$ cat config.mk
export PLATFORM = sky130hd
export DESIGN_NAME = tvip_clock_divider_ctrl
export DESIGN_NICKNAME = d
export VERILOG_FILES = /design/src/rtl/tvip_clock_divider_ctrl.sv
export SDC_FILE = /design/constraint.sdc
export NUM_CORES = 1
export LEC_CHECK = 0
export CAP_MARGIN = 25
export CORE_MARGIN = 2
export CORE_UTILIZATION = 35
export CTS_CLUSTER_DIAMETER = 200
export DETAILED_ROUTE_END_ITERATION = 6
export GPL_TIMING_DRIVEN = 0
export PLACE_DENSITY = 0.62
export REMOVE_ABC_BUFFERS = 1
export SKIP_LAST_GASP = 1
export SYNTH_ARGS = -nofsm -noshare
export SYNTH_HDL_FRONTEND = slang
export SYNTH_SLANG_ARGS = --single-unit
$ cat constraint.sdc
create_clock -name clk -period 2.5 [get_ports clk]
set_clock_uncertainty 0.15 [all_clocks]
set_input_delay 0.5 -clock clk [delete_from_list [all_inputs] [get_ports clk]]
set_output_delay 0.5 -clock clk [all_outputs]
set_load 0.02 [all_outputs]
$ cat src/rtl/tvip_clock_divider_ctrl.sv
// tvip_clock_divider_ctrl: programmable glitch-free clock divider with
// start/stop sequencing, phase-boundary period updates and a wait-N-rises
// service on the generated clock.
// Optional build macro TVIP_CLOCK_DIVIDER_CTRL_CYCLE_COUNT_EN adds a 32-bit
// free-running count of generated rising edges (cycle_count).
module tvip_clock_divider_ctrl #(
  parameter int DIV_WIDTH  = 8,
  parameter int WAIT_WIDTH = 16
) (
  input  logic                  clk,
  input  logic                  rst_n,
  input  logic                  start_req,
  input  logic                  stop_req,
  input  logic [DIV_WIDTH-1:0]  half_period,
  input  logic                  period_update,
  output logic                  clk_out,
  output logic                  clk_out_n,
  output logic                  rise_pulse,
  output logic                  running,
  output logic                  cfg_err,
  input  logic                  wait_req,
  input  logic [WAIT_WIDTH-1:0] wait_cycles,
  output logic                  wait_busy,
`ifdef TVIP_CLOCK_DIVIDER_CTRL_CYCLE_COUNT_EN
  output logic                  wait_done,
  output logic [31:0]           cycle_count
`else
  output logic                  wait_done
`endif
);

  typedef enum logic [1:0] {IDLE, RUN, STOPPING} state_t;

  state_t                state_q, state_d;
  logic                  clk_q, clk_d;
  logic                  clk_n_q;
  logic                  rise_q;
  logic                  err_q, err_d;
  logic [DIV_WIDTH-1:0]  cnt_q, cnt_d;
  logic [DIV_WIDTH-1:0]  act_q, act_d;
  logic [DIV_WIDTH-1:0]  pend_q, pend_d;
  logic                  pvld_q, pvld_d;
  logic                  toggle;
  logic                  hp_zero;

  logic                  wbusy_q, wbusy_d;
  logic                  wdone_q, wdone_d;
  logic [WAIT_WIDTH-1:0] wrem_q, wrem_d;

  assign hp_zero = (half_period == '0);
  // A phase boundary is reached when the phase counter runs out while active.
  assign toggle  = (state_q != IDLE) && (cnt_q == '0);

  // Next-state, phase counter and period bookkeeping.
  always_comb begin
    state_d = state_q;
    clk_d   = clk_q;
    cnt_d   = cnt_q;
    act_d   = act_q;
    pend_d  = pend_q;
    pvld_d  = pvld_q;
    err_d   = 1'b0;
    case (state_q)
      IDLE: begin
        if (period_update && hp_zero) err_d = 1'b1;
        if (!stop_req && start_req) begin
          if (hp_zero) begin
            err_d = 1'b1;
          end else begin
            state_d = RUN;
            clk_d   = 1'b1;
            cnt_d   = half_period - 1'b1;
            act_d   = half_period;
            pvld_d  = 1'b0;
          end
        end
      end
      default: begin
        // Phase timing; a pending period takes effect at the boundary.
        if (toggle) begin
          clk_d = ~clk_q;
          if (pvld_q) begin
            act_d  = pend_q;
            cnt_d  = pend_q - 1'b1;
            pvld_d = 1'b0;
          end else begin
            cnt_d = act_q - 1'b1;
          end
        end else begin
          cnt_d = cnt_q - 1'b1;
        end
        // An update seen this cycle is held for the following boundary.
        if (period_update) begin
          if (hp_zero) begin
            err_d = 1'b1;
          end else begin
            pend_d = half_period;
            pvld_d = 1'b1;
          end
        end
        if (state_q == RUN) begin
          if (stop_req) begin
            if (clk_q) begin
              // Finish the high phase at full length before parking low.
              if (toggle) begin
                state_d = IDLE;
                cnt_d   = '0;
              end else begin
                state_d = STOPPING;
              end
            end else begin
              // Low phase may be cut short; output stays low.
              state_d = IDLE;
              clk_d   = 1'b0;
              cnt_d   = '0;
            end
          end
        end else begin
          if (stop_req) begin
            if (toggle) begin
              state_d = IDLE;
              cnt_d   = '0;
            end
          end else if (start_req) begin
            state_d = RUN;
          end else if (toggle) begin
            state_d = IDLE;
            cnt_d   = '0;
          end
        end
      end
    endcase
  end

  // Wait service: counts rises visible on rise_pulse once the wait is busy.
  always_comb begin
    wbusy_d = wbusy_q;
    wrem_d  = wrem_q;
    wdone_d = 1'b0;
    if (wbusy_q) begin
      if (rise_q) begin
        wrem_d = wrem_q - 1'b1;
        if (wrem_q == {{(WAIT_WIDTH-1){1'b0}}, 1'b1}) begin
          wbusy_d = 1'b0;
          wdone_d = 1'b1;
        end
      end
    end else if (wait_req) begin
      if (wait_cycles == '0) begin
        wdone_d = 1'b1;
      end else begin
        wbusy_d = 1'b1;
        wrem_d  = wait_cycles;
      end
    end
  end

  // Divider state and registered outputs.
  always_ff @(posedge clk) begin
    if (!rst_n) begin
      state_q <= IDLE;
      clk_q   <= 1'b0;
      clk_n_q <= 1'b1;
      rise_q  <= 1'b0;
      err_q   <= 1'b0;
      cnt_q   <= '0;
      act_q   <= '0;
      pend_q  <= '0;
      pvld_q  <= 1'b0;
    end else begin
      state_q <= state_d;
      clk_q   <= clk_d;
      clk_n_q <= ~clk_d;
      rise_q  <= clk_d & ~clk_q;
      err_q   <= err_d;
      cnt_q   <= cnt_d;
      act_q   <= act_d;
      pend_q  <= pend_d;
      pvld_q  <= pvld_d;
    end
  end

  // Wait service registers.
  always_ff @(posedge clk) begin
    if (!rst_n) begin
      wbusy_q <= 1'b0;
      wdone_q <= 1'b0;
      wrem_q  <= '0;
    end else begin
      wbusy_q <= wbusy_d;
      wdone_q <= wdone_d;
      wrem_q  <= wrem_d;
    end
  end

`ifdef TVIP_CLOCK_DIVIDER_CTRL_CYCLE_COUNT_EN
  logic [31:0] ccnt_q;
  // Free-running rise counter; survives stop, cleared only by reset.
  always_ff @(posedge clk) begin
    if (!rst_n) ccnt_q <= '0;
    else if (rise_q) ccnt_q <= ccnt_q + 32'd1;
  end
  assign cycle_count = ccnt_q;
`endif

  assign clk_out    = clk_q;
  assign clk_out_n  = clk_n_q;
  assign rise_pulse = rise_q;
  assign running    = (state_q != IDLE);
  assign cfg_err    = err_q;
  assign wait_busy  = wbusy_q;
  assign wait_done  = wdone_q;

endmodule
==> results_tabular.tex, run 1 <==
\begin{tabular}{lr}
\hline
Metric & Value \\
\hline
\multicolumn{2}{l}{\textbf{Hold path}} \\
Launch instance of the worst min-delay path & wrem\_q[15]\$\_SDFFE\_PN0P\_ \\
Kind of path behind the tightest hold check & flop to flop \\
\multicolumn{2}{l}{\textbf{STA}} \\
Actual slew at the worst max-slew pin & around 930 ps \\
Setup-failing EPs final & 0 \\
Ratio of final minimum period to clock period & approximately 95\% \\
Setup repair after global routing missed its margin & false \\
TNS Setup & 0 ps \\
Worst hold slack & 331 ps \\
Number of max-slew violations in the final report & 0 \\
Relative slew margins & between 30\% and 40\% \\
Achievable frequency & roughly 420 MHz \\
Fin. Hold Viols & 0 \\
Minimum period implied by the final worst setup slack & $\sim$2400 ps \\
\multicolumn{2}{l}{\textbf{Critical path}} \\
Worst-path fanout max & 7 \\
Crit-path max cell delay & around 570 ps \\
Crit-path cells & clkdlybuf4s50\_1 > or3\_2 > or4\_1 > a31oi\_1 > a31oi\_1 > a21oi\_1 \\
Critical path capture point type & flop \\
Startpoint of the most critical setup path & half\_period[2] \\
CP Class & input pin to flop \\
Critical path's most frequent cell & a31oi\_1 \\
R2r startpoint & cnt\_q[6]\$\_SDFFE\_PN0P\_ \\
Data arrival time of the critical path & 2460 ps \\
Highest-delay cell along the critical path & clkdlybuf4s50\_1 \\
Critical Path Start Type & input pin \\
Worst endpoint required time & 2590 ps \\
\multicolumn{2}{l}{\textbf{Detailed routing}} \\
Total wire length after detailed routing & between 8000 and 9000 um \\
Vias after detailed routing & between 3,000 and 4,000 \\
Final antenna-violating net count & 0 \\
Initial drt markers & 234 \\
Number of iterations in the first detailed-routing pass & 5 \\
WL/cell & approximately 17 um \\
Number of DRC violations after detailed routing & 0 \\
Drt via density & 5.86 \\
\multicolumn{2}{l}{\textbf{Synthesis}} \\
Top cells by instance count after synthesis & dfxtp\_1 (49), nor2\_1 (49), nand2\_1 (31) \\
Avg Inst Size Synth & around 8.6 um2 \\
Asr flop ratio synth & 0\% \\
Simple logic cell fraction of the synthesized area & roughly 24\% \\
Cell type contributing the most total cell area after synthesis & dfxtp\_1 \\
Compound-cell area share of the yosys netlist & between 30\% and 40\% \\
Flop and latch count out of synthesis & 49 \\
Part of the Yosys area used for sequential elements & 30.3\% \\
Combinational family with the most area after synthesis & compound AO/OA/AOI/OAI gates \\
Top area cells in the synthesized netlist & dfxtp\_1 (30\%), nor2\_1 (5.7\%), a21oi\_1 (4.3\%), mux2i\_1 (3.7\%), nand2\_1 (3.6\%) \\
Proportion of netlist area held by the largest area contributor & a little under a third \\
Mux contribution to synthesized area & under 10\% \\
Yosys synthesis warning count & 0 \\
Post-Synth Adder-Cell Area & under 10\% \\
Dominant register cell in the synthesized netlist & dfxtp\_1 \\
Number of enable-type register cells in the synthesized netlist & 0 \\
Distinct cells, synth & $\sim$70 \\
Area of the mapped netlist & $\sim$0.0032 mm2 \\
Post-synthesis xor/xnor area fraction & 1.90\% \\
Mapped Cells & 378 \\
\multicolumn{2}{l}{\textbf{Power}} \\
Leakage power & 1.47 nW \\
Worst VDD drop & approximately 0.00027 V \\
Pwr/cell area & 573 mW/mm2 \\
Overall power after layout & between 2 and 2.5 mW \\
\multicolumn{2}{l}{\textbf{Clocking}} \\
Number of clock sinks & just under 50 \\
Root buf cell & clkbuf\_8 \\
Depth of the CTS H-tree & 2 \\
Number of buffers added by the clock tree synthesis step & 5 \\
Worst skew pair latency & around 300 ps \\
Clock tree from TritonCTS & done \\
Number of buffers on the longest clock path & 2 \\
Clock Pin Slew Worst Setup and Hold Paths & $\sim$100 ps \\
\multicolumn{2}{l}{\textbf{Place}} \\
Routability Congestion & 0.837 \\
Total of buffers placed on input and output ports & 36 \\
Half-perimeter wire length after placement & a little over 6000 um \\
\multicolumn{2}{l}{\textbf{Global route}} \\
Initial antenna violation count & 0 \\
Overall fraction of global-route tracks in use & between 10\% and 20\% \\
Pin count of the biggest net entering global routing & 33 \\
Met2 demand-to-capacity share in global routing & about a third \\
Grt met1 use & 23.4\% \\
Total congestion overflow & 0 \\
First-pass GRT wire length & $\sim$15,000 um \\
Via count of the first global-routing pass & about 3,100 \\
Most heavily used metal layer in global routing & met2 \\
Grt met3 use & between 2 and 3\% \\
\multicolumn{2}{l}{\textbf{Floorplanning}} \\
Area of the core & a little over 0.009 mm2 \\
Number of placement rows & 35 \\
Initial cell density of the core & between 30\% and 40\% \\
Die Footprint & approximately 0.01 mm2 \\
Io pins & 37 \\
Die outline width & 100 um \\
Die Span Y & 100 um \\
\multicolumn{2}{l}{\textbf{Final layout}} \\
Number of fill cells in the layout & between 900 and 1,000 \\
Diode insertion count for antenna repair & 0 \\
Final core utilization & between 40\% and 50\% \\
Area Overhead vs Synth & 21.5\% \\
Share of final-layout standard cells stronger than drive strength 1 & 17.5\% \\
Net count of the finished layout & between 400 and 500 \\
\multicolumn{2}{l}{\textbf{Outcome}} \\
Run status & finished, final reports clean \\
\multicolumn{2}{l}{\textbf{Run}} \\
Number of violations of the max-capacitance limit & 0 \\
\hline
\end{tabular}
-- layer usage --
layer	vias to the layer above	routed length (um)
li1	1509	-
met1	1492	4000
met2	83	4450
met3	4	458
met4	0	54
met5	-	0
-- metrics by stage --
step                      area [um2]  std cells  setup WS [ps]
final                           3930        527            126
after global routing            3930        527           26.8
after global placement          3610        503          -1610
after detailed placement        3660        505           -673
after CTS                       3910        526           17.6
after floorplan                 3110        356           -447
-- critical path, delay by kind of cell --
kind | cells | cell delay, ps
compound gates | 3 | 440
buf+inv | 1 | 570
simple gates | 2 | 950
-- sequential cells by signal, summed over array words and instances, names as in the netlist, 2 cells and up --
signal and flops:
wrem_q 16, act_q 8, cnt_q 8, pend_q 8
state_q 2
-- layout by cell type, fill, tap and decap left out, types with 4 or more instances in the layout --
cell and count:
inv_1 11, a311oi_2 5, nand2_1 31, nand3_1 7
or4_1 4, a21oi_1 28, nor4_4 4, a41oi_1 5
nand2b_1 7, mux2i_1 12, o21ai_0 9, o21a_1 6
a31oi_1 9, nor2_1 49, dfxtp_1 47, o221a_2 9
dlymetal6s2s_1 4, buf_4 13, xor2_1 4, ha_1 6
nor3_1 11, clkbuf_8 5, clkdlybuf4s50_1 32, nor4_1 6
-- path summary, 6_finish.rpt --
| path | slack, ps | cells past startpoint | to |
|---|---|---|---|
| max | 130 | 6 | cnt_q[5]$_SDFFE_PN0P_ |
| min | 330 | 2 | wrem_q[15]$_SDFFE_PN0P_ |
| max reg2reg | 160 | 7 | rise_pulse$_SDFF_PN0_ |
| min reg2reg | 330 | 2 | wrem_q[15]$_SDFFE_PN0P_ |
-- repair_timing --
action | CTS | global route
setup endpoints to repair | 43 | 24
hold buffers | 0 | 0
pin swaps | 4 | 3
resized for setup | 5 | 5
cloned | 1 | 0
setup buffers | 12 | 1
-- power by group --
group / internal, mW / switching (mW) / leakage [nW]
Sequential: 0.840 / 0.0879 / 0.403
Clock: 0.403 / 0.288 / 0.0687
Combinational: 0.287 / 0.347 / 0.997
Total: 1.53 / 0.723 / 1.47
-- cells by family (layout without fill, tap and decap cells) --
logic type	count (synthesis)	count (layout)
AND/OR/NAND/NOR	144	144
AO/OA/AOI/OAI	121	121
flip-flops	49	49
buffers and inverters	35	73
multiplexers	16	16
XOR/XNOR	7	7
adder cells (fa/ha/maj)	6	6
-- area by class of cell --
cell class              count  area (um2)  area share, %
clock buffers               5        68.8           1.75
clock inverters             3        68.8           1.75
inverters                  13        52.6           1.34
multi-input cells         294        2100           53.5
flip-flops and latches     49         983           25.0
well taps                 111         139           3.53
repair buffers             51         510           13.0
repair inverters            1        5.00          0.127
No activity file was read; power rests on OpenSTA's default activity.
==> run 2, diff against run 1 <==
--- a/config.mk
+++ b/config.mk
@@ -12,8 +12,8 @@
 export DETAILED_ROUTE_END_ITERATION = 6
 export GPL_TIMING_DRIVEN = 0
 export PLACE_DENSITY = 0.62
-export REMOVE_ABC_BUFFERS = 1
 export SKIP_LAST_GASP = 1
+export SLEW_MARGIN = 20
 export SYNTH_ARGS = -nofsm -noshare
 export SYNTH_HDL_FRONTEND = slang
 export SYNTH_SLANG_ARGS = --single-unit
==> run 2 against run 1 <==
Against the previous run:
- sequential power fell by 1%
- largest power group unchanged
- critical endpoint is now act_q[1]$_SDFFE_PN0P_
- first-iteration DRC count is 22% lower
- wire length grew 7.2%
- die area unchanged
- register-to-register slack gained 80 ps
- critical path depth grew 2
- global-route usage grew 1.2 points
- via count increased by 3.8%
- non-clock buffer count rose by 10
- fmax down 2.5%
- combinational power is 3% higher
- sequential share of layout area increased by 0.24 points
==> results_tabular.tex, run 2 (same netlist as run 1, synthesis figures left out) <==
\begin{tabular}{lr}
\hline
Metric & Value \\
\hline
\multicolumn{2}{l}{\textbf{Outcome}} \\
Run status & finished, final reports clean \\
\multicolumn{2}{l}{\textbf{Final layout}} \\
Net count of the finished layout & 460 (+2.0\%) \\
Seq. cell area & 981 um2 (-0.25\%) \\
Total non-filler cell area in the finished layout & 0.00388 mm2 (-1.2\%) \\
Area Overhead vs Synth & 20.1\% \\
Commonest cells after routing, fill and taps aside & nor2\_1 (49), dfxtp\_1 (49), nand2\_1 (31), clkdlybuf4s50\_1 (31), a21oi\_1 (28) \\
Number of fill cells in the layout & 937 (+2.0\%) \\
Combined area of the multi-input logic cells & 0.00212 mm2 (+0.59\%) \\
Max FFs per register & 16 (unchanged) \\
Share of final-layout standard cells stronger than drive strength 1 & 16.9\% (-0.61 points) \\
Final Instance Count excl. Fillers & 536 (+1.7\%) \\
Diode insertion count for antenna repair & 0 (unchanged) \\
Register containing the most flip-flops in the final layout & wrem\_q \\
\multicolumn{2}{l}{\textbf{Power}} \\
Pwr/cell area & 529 mW/mm2 (-7.6\%) \\
Worst VDD drop & 0.000200 V (-25\%) \\
Leakage power & 1.44 nW (-2.0\%) \\
\multicolumn{2}{l}{\textbf{Detailed routing}} \\
Initial drt markers & 183 (-22\%) \\
Total wire length after detailed routing & 9610 um (+7.2\%) \\
Drt via density & 5.98 (+2.0\%) \\
WL/cell & 17.9 um (+5.4\%) \\
Final antenna-violating net count & 0 (unchanged) \\
Number of DRC violations after detailed routing & 0 (unchanged) \\
Number of iterations in the first detailed-routing pass & 4 (-1) \\
Vias after detailed routing & 3,204 (+3.8\%) \\
\multicolumn{2}{l}{\textbf{Clocking}} \\
Clock Pin Slew Worst Setup and Hold Paths & 100 ps (about the same) \\
Count of hold-fix buffers inserted at cts & 0 (unchanged) \\
Number of buffers on the longest clock path & 2 (unchanged) \\
Worst skew pair latency & 310 ps (about the same) \\
Root buf cell & clkbuf\_8 \\
Clock tree from TritonCTS & done \\
Depth of the CTS H-tree & 2 (unchanged) \\
Number of buffers added by the clock tree synthesis step & 5 (unchanged) \\
Number of clock sinks & 49 (unchanged) \\
\multicolumn{2}{l}{\textbf{STA}} \\
Ratio of final minimum period to clock period & 97.4\% (+2.4 points) \\
Fin. Hold Viols & 0 (unchanged) \\
Actual slew at the worst max-slew pin & 744 ps (-187 ps) \\
Worst hold slack & 326 ps (-5.15 ps) \\
Number of max-slew violations in the final report & 0 (unchanged) \\
Relative slew margins & 50.4\% (+13 points) \\
Achievable frequency & 411 MHz (-2.5\%) \\
Minimum period implied by the final worst setup slack & 2440 ps (+60.9 ps) \\
Setup-failing EPs final & 0 (unchanged) \\
\multicolumn{2}{l}{\textbf{Critical path}} \\
Critical Path Start Type & input pin \\
Worst endpoint required time & 2550 ps (-40 ps) \\
Critical path capture point type & flop \\
Data arrival time of the critical path & 2490 ps (+30 ps) \\
CP Class & input pin to flop \\
Worst-path fanout max & 10 (+3) \\
\multicolumn{2}{l}{\textbf{Global route}} \\
First-pass GRT wire length & 15,600 um (+3.9\%) \\
Via count of the first global-routing pass & 3,092 (+0.88\%) \\
Initial antenna violation count & 0 (unchanged) \\
Total congestion overflow & 0 (unchanged) \\
Pin count of the biggest net entering global routing & 17 (-48\%) \\
Overall fraction of global-route tracks in use & 19.5\% (+1.2 points) \\
\multicolumn{2}{l}{\textbf{Run}} \\
Number of violations of the max-capacitance limit & 0 (unchanged) \\
\multicolumn{2}{l}{\textbf{Place}} \\
Routability Congestion & 0.929 (+11\%) \\
Total of buffers placed on input and output ports & 34 (-5.6\%) \\
Placed cell areas & 0.00371 mm2 (+1.3\%) \\
Instance count after placement with tap cells included & 523 (+3.6\%) \\
Half-perimeter wire length after placement & 6980 um (+15\%) \\
\multicolumn{2}{l}{\textbf{Floorplanning}} \\
Die Span Y & 100 um (unchanged) \\
Initial cell density of the core & 35.5\% (unchanged) \\
Die Footprint & 0.0100 mm2 (unchanged) \\
Number of placement rows & 35 (unchanged) \\
Io pins & 37 (unchanged) \\
Area of the core & 0.00911 mm2 (unchanged) \\
Die outline width & 100 um (unchanged) \\
\multicolumn{2}{l}{\textbf{Hold path}} \\
Kind of path behind the tightest hold check & flop to flop \\
\multicolumn{2}{l}{\textbf{Synthesis}} \\
Synthesized net count & 414 \\
\hline
\end{tabular}
-- run 2: cell types whose count changed in the layout (fill, tap and decap cells not counted), sizes merged --
| cell | change |
|---|---|
| clkdlybuf4s50 | -1 |
| dlymetal6s2s | -2 |
| clkinv | +1 |
| clkinvlp | -1 |
| buf | -1 |
| bufinv | -2 |
| clkbuf | +14 |
| inv | +1 |
-- run 2: where the power goes --
| part | total [mW] | switching (mW) | internal (mW) |
|---|---|---|---|
| combinational | 0.650 | 0.367 | 0.283 |
| sequential | 0.915 | 0.0757 | 0.840 |
| clock | 0.490 | 0.291 | 0.199 |
-- run 2: repair_timing --
action                     4_1_cts  5_1_grt
pin swaps                        2        3
setup endpoints to repair       13       34
cloned                           0        0
resized for setup                2       13
buffers inserted                 1        4
-- run 2: per-stage QoR --
stage                     power, mW  util (%)  setup TNS (ps)  worst slack [ps]
after detailed placement       1.56      40.8          -11760              -356
final                          2.06      42.6               0              64.9
after CTS                      2.06      41.8           -3.88             -2.15
after global routing           2.19      42.6          -0.614            -0.614
after global placement         1.55      40.8          -11830              -350
after floorplan                1.36         -               0               344
-- run 2: worst max-delay path, cell delays in order --
cell and delay [ps]:
clkdlybuf4s50_1 540, nor4_4 400, buf_4 180, a31oi_4 120
a2bb2o_4 250, buf_6 130, buf_12 150, o211a_1 210
-- run 2: cell type report --
class	count	area share (%)
Clock buffer	5	1.77
Buffer	22	3.38
Multi-Input combinational cell	294	54.5
Timing Repair Buffer	39	9.73
Inverter	13	1.26
Tap cell	111	3.58
Sequential cell	49	25.3
Clock inverter	3	0.548
-- run 2: final timing paths --
| check | startpoint | end | slack (ps) | cells after the start |
|---|---|---|---|---|
| worst max-delay path | half_period[3] | act_q[1]$_SDFFE_PN0P_ | 60 | 8 |
| worst min-delay path | wrem_q[12]$_SDFFE_PN0P_ | wrem_q[12]$_SDFFE_PN0P_ | 330 | 2 |
| worst max register to register | cnt_q[6]$_SDFFE_PN0P_ | rise_pulse$_SDFF_PN0_ | 240 | 7 |
| worst min register to register | wrem_q[12]$_SDFFE_PN0P_ | wrem_q[12]$_SDFFE_PN0P_ | 330 | 2 |
-- run 2: layer usage --
layer	global-route usage, %	vias up	part of all wire [%]
met1	25.2	1545	45
li1	-	1523	-
met2	32.6	116	47
met4	6.95	0	3.0
met3	3.41	20	5.9
met5	0	-	0
==> run 3, diff against run 2 <==
--- a/config.mk
+++ b/config.mk
@@ -12,6 +12,7 @@
 export DETAILED_ROUTE_END_ITERATION = 6
 export GPL_TIMING_DRIVEN = 0
 export PLACE_DENSITY = 0.62
+export RECOVER_POWER = 100
 export SKIP_LAST_GASP = 1
 export SLEW_MARGIN = 20
 export SYNTH_ARGS = -nofsm -noshare
==> run 3 against run 2 <==
Against the previous run:
- wire length about the same
- critical path depth is the same
- clock power rose by 0.8%
- sequential power barely moved
- first-iteration DRC count shrank 2.2%
- highest routed layer unchanged
- total power hardly changed
- cell count stayed put
- die area is the same
- critical endpoint unchanged
==> results_tabular.tex, run 3 (same netlist as run 1, synthesis figures left out) <==
\begin{tabular}{lr}
\hline
Metric & Value \\
\hline
\multicolumn{2}{l}{\textbf{Clocking}} \\
Clock tree from TritonCTS & done \\
Count of hold-fix buffers inserted at cts & 0 (unchanged) \\
Clock Pin Slew Worst Setup and Hold Paths & 100 ps (about the same) \\
Number of clock sinks & 49 (unchanged) \\
Number of buffers added by the clock tree synthesis step & 5 (unchanged) \\
Root buf cell & clkbuf\_8 \\
Number of buffers on the longest clock path & 2 (unchanged) \\
Worst skew pair latency & 310 ps (about the same) \\
Depth of the CTS H-tree & 2 (unchanged) \\
\multicolumn{2}{l}{\textbf{Floorplanning}} \\
Die Footprint & 0.0100 mm2 (unchanged) \\
Die Span Y & 100 um (unchanged) \\
Area of the core & 0.00911 mm2 (unchanged) \\
Io pins & 37 (unchanged) \\
Number of placement rows & 35 (unchanged) \\
Initial cell density of the core & 35.5\% (unchanged) \\
Die outline width & 100 um (unchanged) \\
\multicolumn{2}{l}{\textbf{Critical path}} \\
Critical Path Start Type & input pin \\
Worst endpoint required time & 2550 ps (about the same) \\
R2R depth & 7 (unchanged) \\
Highest-delay cell along the critical path & clkdlybuf4s50\_1 \\
CP top delay family & buffers and inverters \\
Critical Path Stages & 8 (unchanged) \\
Worst-path fanout max & 10 (unchanged) \\
Crit-path max cell delay & 540 ps (about the same) \\
CP Class & input pin to flop \\
Data arrival time of the critical path & 2460 ps (-30 ps) \\
Crit-path cells & clkdlybuf4s50\_1 > nor4\_4 > buf\_4 > a31oi\_4 > a2bb2o\_4 > buf\_6 > buf\_12 > o211a\_1 \\
Buf+Inv Stages, Crit Path & 4 (unchanged) \\
Critical path capture point type & flop \\
\multicolumn{2}{l}{\textbf{Detailed routing}} \\
Vias after detailed routing & 3,198 (-0.19\%) \\
Number of iterations in the first detailed-routing pass & 5 (+1) \\
Final antenna-violating net count & 0 (unchanged) \\
Total wire length after detailed routing & 9620 um (about the same) \\
Initial drt markers & 179 (-2.2\%) \\
WL/cell & 17.9 um (about the same) \\
Drt via density & 5.97 (-0.19\%) \\
Number of DRC violations after detailed routing & 0 (unchanged) \\
\multicolumn{2}{l}{\textbf{Final layout}} \\
Register containing the most flip-flops in the final layout & wrem\_q \\
Net count of the finished layout & 460 (unchanged) \\
Max FFs per register & 16 (unchanged) \\
Area Overhead vs Synth & 19.6\% \\
Share of final-layout standard cells stronger than drive strength 1 & 16.2\% (-0.71 points) \\
Number of fill cells in the layout & 940 (+0.32\%) \\
Commonest cells after routing, fill and taps aside & nor2\_1 (49), dfxtp\_1 (49), nand2\_1 (31) \\
Final core utilization & 42.5\% (-0.16 points) \\
Diode insertion count for antenna repair & 0 (unchanged) \\
\multicolumn{2}{l}{\textbf{STA}} \\
Worst setup margin & 89.7 ps (+24.8 ps) \\
Ratio of final minimum period to clock period & 96.4\% (-0.99 points) \\
Relative slew margins & 50.3\% (-0.17 points) \\
Actual slew at the worst max-slew pin & 746 ps (+2.50 ps) \\
TNS Setup & 0 ps (unchanged) \\
Setup-failing EPs final & 0 (unchanged) \\
Achievable frequency & 415 MHz (+1.0\%) \\
Number of max-slew violations in the final report & 0 (unchanged) \\
Minimum period implied by the final worst setup slack & 2410 ps (-24.8 ps) \\
Fin. Hold Viols & 0 (unchanged) \\
\multicolumn{2}{l}{\textbf{Place}} \\
Routability Congestion & 0.929 (unchanged) \\
Half-perimeter wire length after placement & 6980 um (unchanged) \\
Worst slack at placement & -356 ps (unchanged) \\
Total of buffers placed on input and output ports & 34 (unchanged) \\
\multicolumn{2}{l}{\textbf{Power}} \\
Pwr/cell area & 531 mW/mm2 (+0.33\%) \\
Overall power after layout & 2.05 mW (about the same) \\
Leakage power & 1.45 nW (+0.41\%) \\
Worst VDD drop & 0.000199 V (-0.39\%) \\
\multicolumn{2}{l}{\textbf{Outcome}} \\
Run status & finished, final reports clean \\
\multicolumn{2}{l}{\textbf{Global route}} \\
Total congestion overflow & 0 (unchanged) \\
Initial antenna violation count & 0 (unchanged) \\
First-pass GRT wire length & 15,600 um (unchanged) \\
Pin count of the biggest net entering global routing & 17 (unchanged) \\
Overall fraction of global-route tracks in use & 19.5\% (unchanged) \\
Via count of the first global-routing pass & 3,092 (unchanged) \\
\multicolumn{2}{l}{\textbf{Run}} \\
Number of violations of the max-capacitance limit & 0 (unchanged) \\
\multicolumn{2}{l}{\textbf{Hold path}} \\
Kind of path behind the tightest hold check & flop to flop \\
Number of cells on the worst hold path & 2 (unchanged) \\
\multicolumn{2}{l}{\textbf{Synthesis}} \\
Synthesized net count & 414 (unchanged) \\
\hline
\end{tabular}
-- run 3: area by class of cell --
cell class	instances	area, um2	share of cell area (%)
Buffer	22	131	3.40
Clock buffer	5	68.8	1.78
Clock inverter	3	21.3	0.550
Inverter	13	48.8	1.26
Multi-Input combinational cell	294	2100	54.4
Sequential cell	49	981	25.4
Tap cell	111	139	3.59
Timing Repair Buffer	39	374	9.67
-- run 3: through the flow --
stage / hold slack (ps) / instances / cell area (um2)
3_3_place_gp: 309 / 523 / 3710
2_1_floorplan: 292 / 378 / 3230
5_1_grt: 354 / 536 / 3870
3_5_place_dp: 314 / 523 / 3710
4_1_cts: 328 / 532 / 3810
6_report: 327 / 536 / 3870
-- run 3: power breakdown --
group / switching (mW) / total, mW / internal (mW)
clock network: 0.294 / 0.494 / 0.199
logic: 0.366 / 0.645 / 0.279
registers: 0.0756 / 0.915 / 0.840
total: 0.736 / 2.05 / 1.32
-- run 3: worst min-delay path, stage by stage, from the launching register on --
cell and delay [ps]:
dfxtp_1 320, nand2_1 50, o22ai_1 70
-- run 3: routing by layer --
metal  vias up  track usage [%]  wire (um)
met5         -                0          0
met4         0             6.95        255
met3        18             3.41        545
met2       104             32.6       4500
met1      1551             25.2       4320
li1       1525                -          -
-- run 3: what timing repair did --
item,4_1_cts,5_1_grt
setup endpoints to repair,13,34
pin swaps,2,3
resized for setup,2,13
buffers inserted,1,4
-- run 3: path summary, 6_finish.rpt --
| path | startpoint | end | slack, ps |
|---|---|---|---|
| setup reg to reg | cnt_q[6]$_SDFFE_PN0P_ | rise_pulse$_SDFF_PN0_ | 220 |
| hold reg to reg | wrem_q[15]$_SDFFE_PN0P_ | wrem_q[15]$_SDFFE_PN0P_ | 330 |
| setup / recovery | half_period[3] | act_q[1]$_SDFFE_PN0P_ | 90 |
| hold / removal | wrem_q[15]$_SDFFE_PN0P_ | wrem_q[15]$_SDFFE_PN0P_ | 330 |
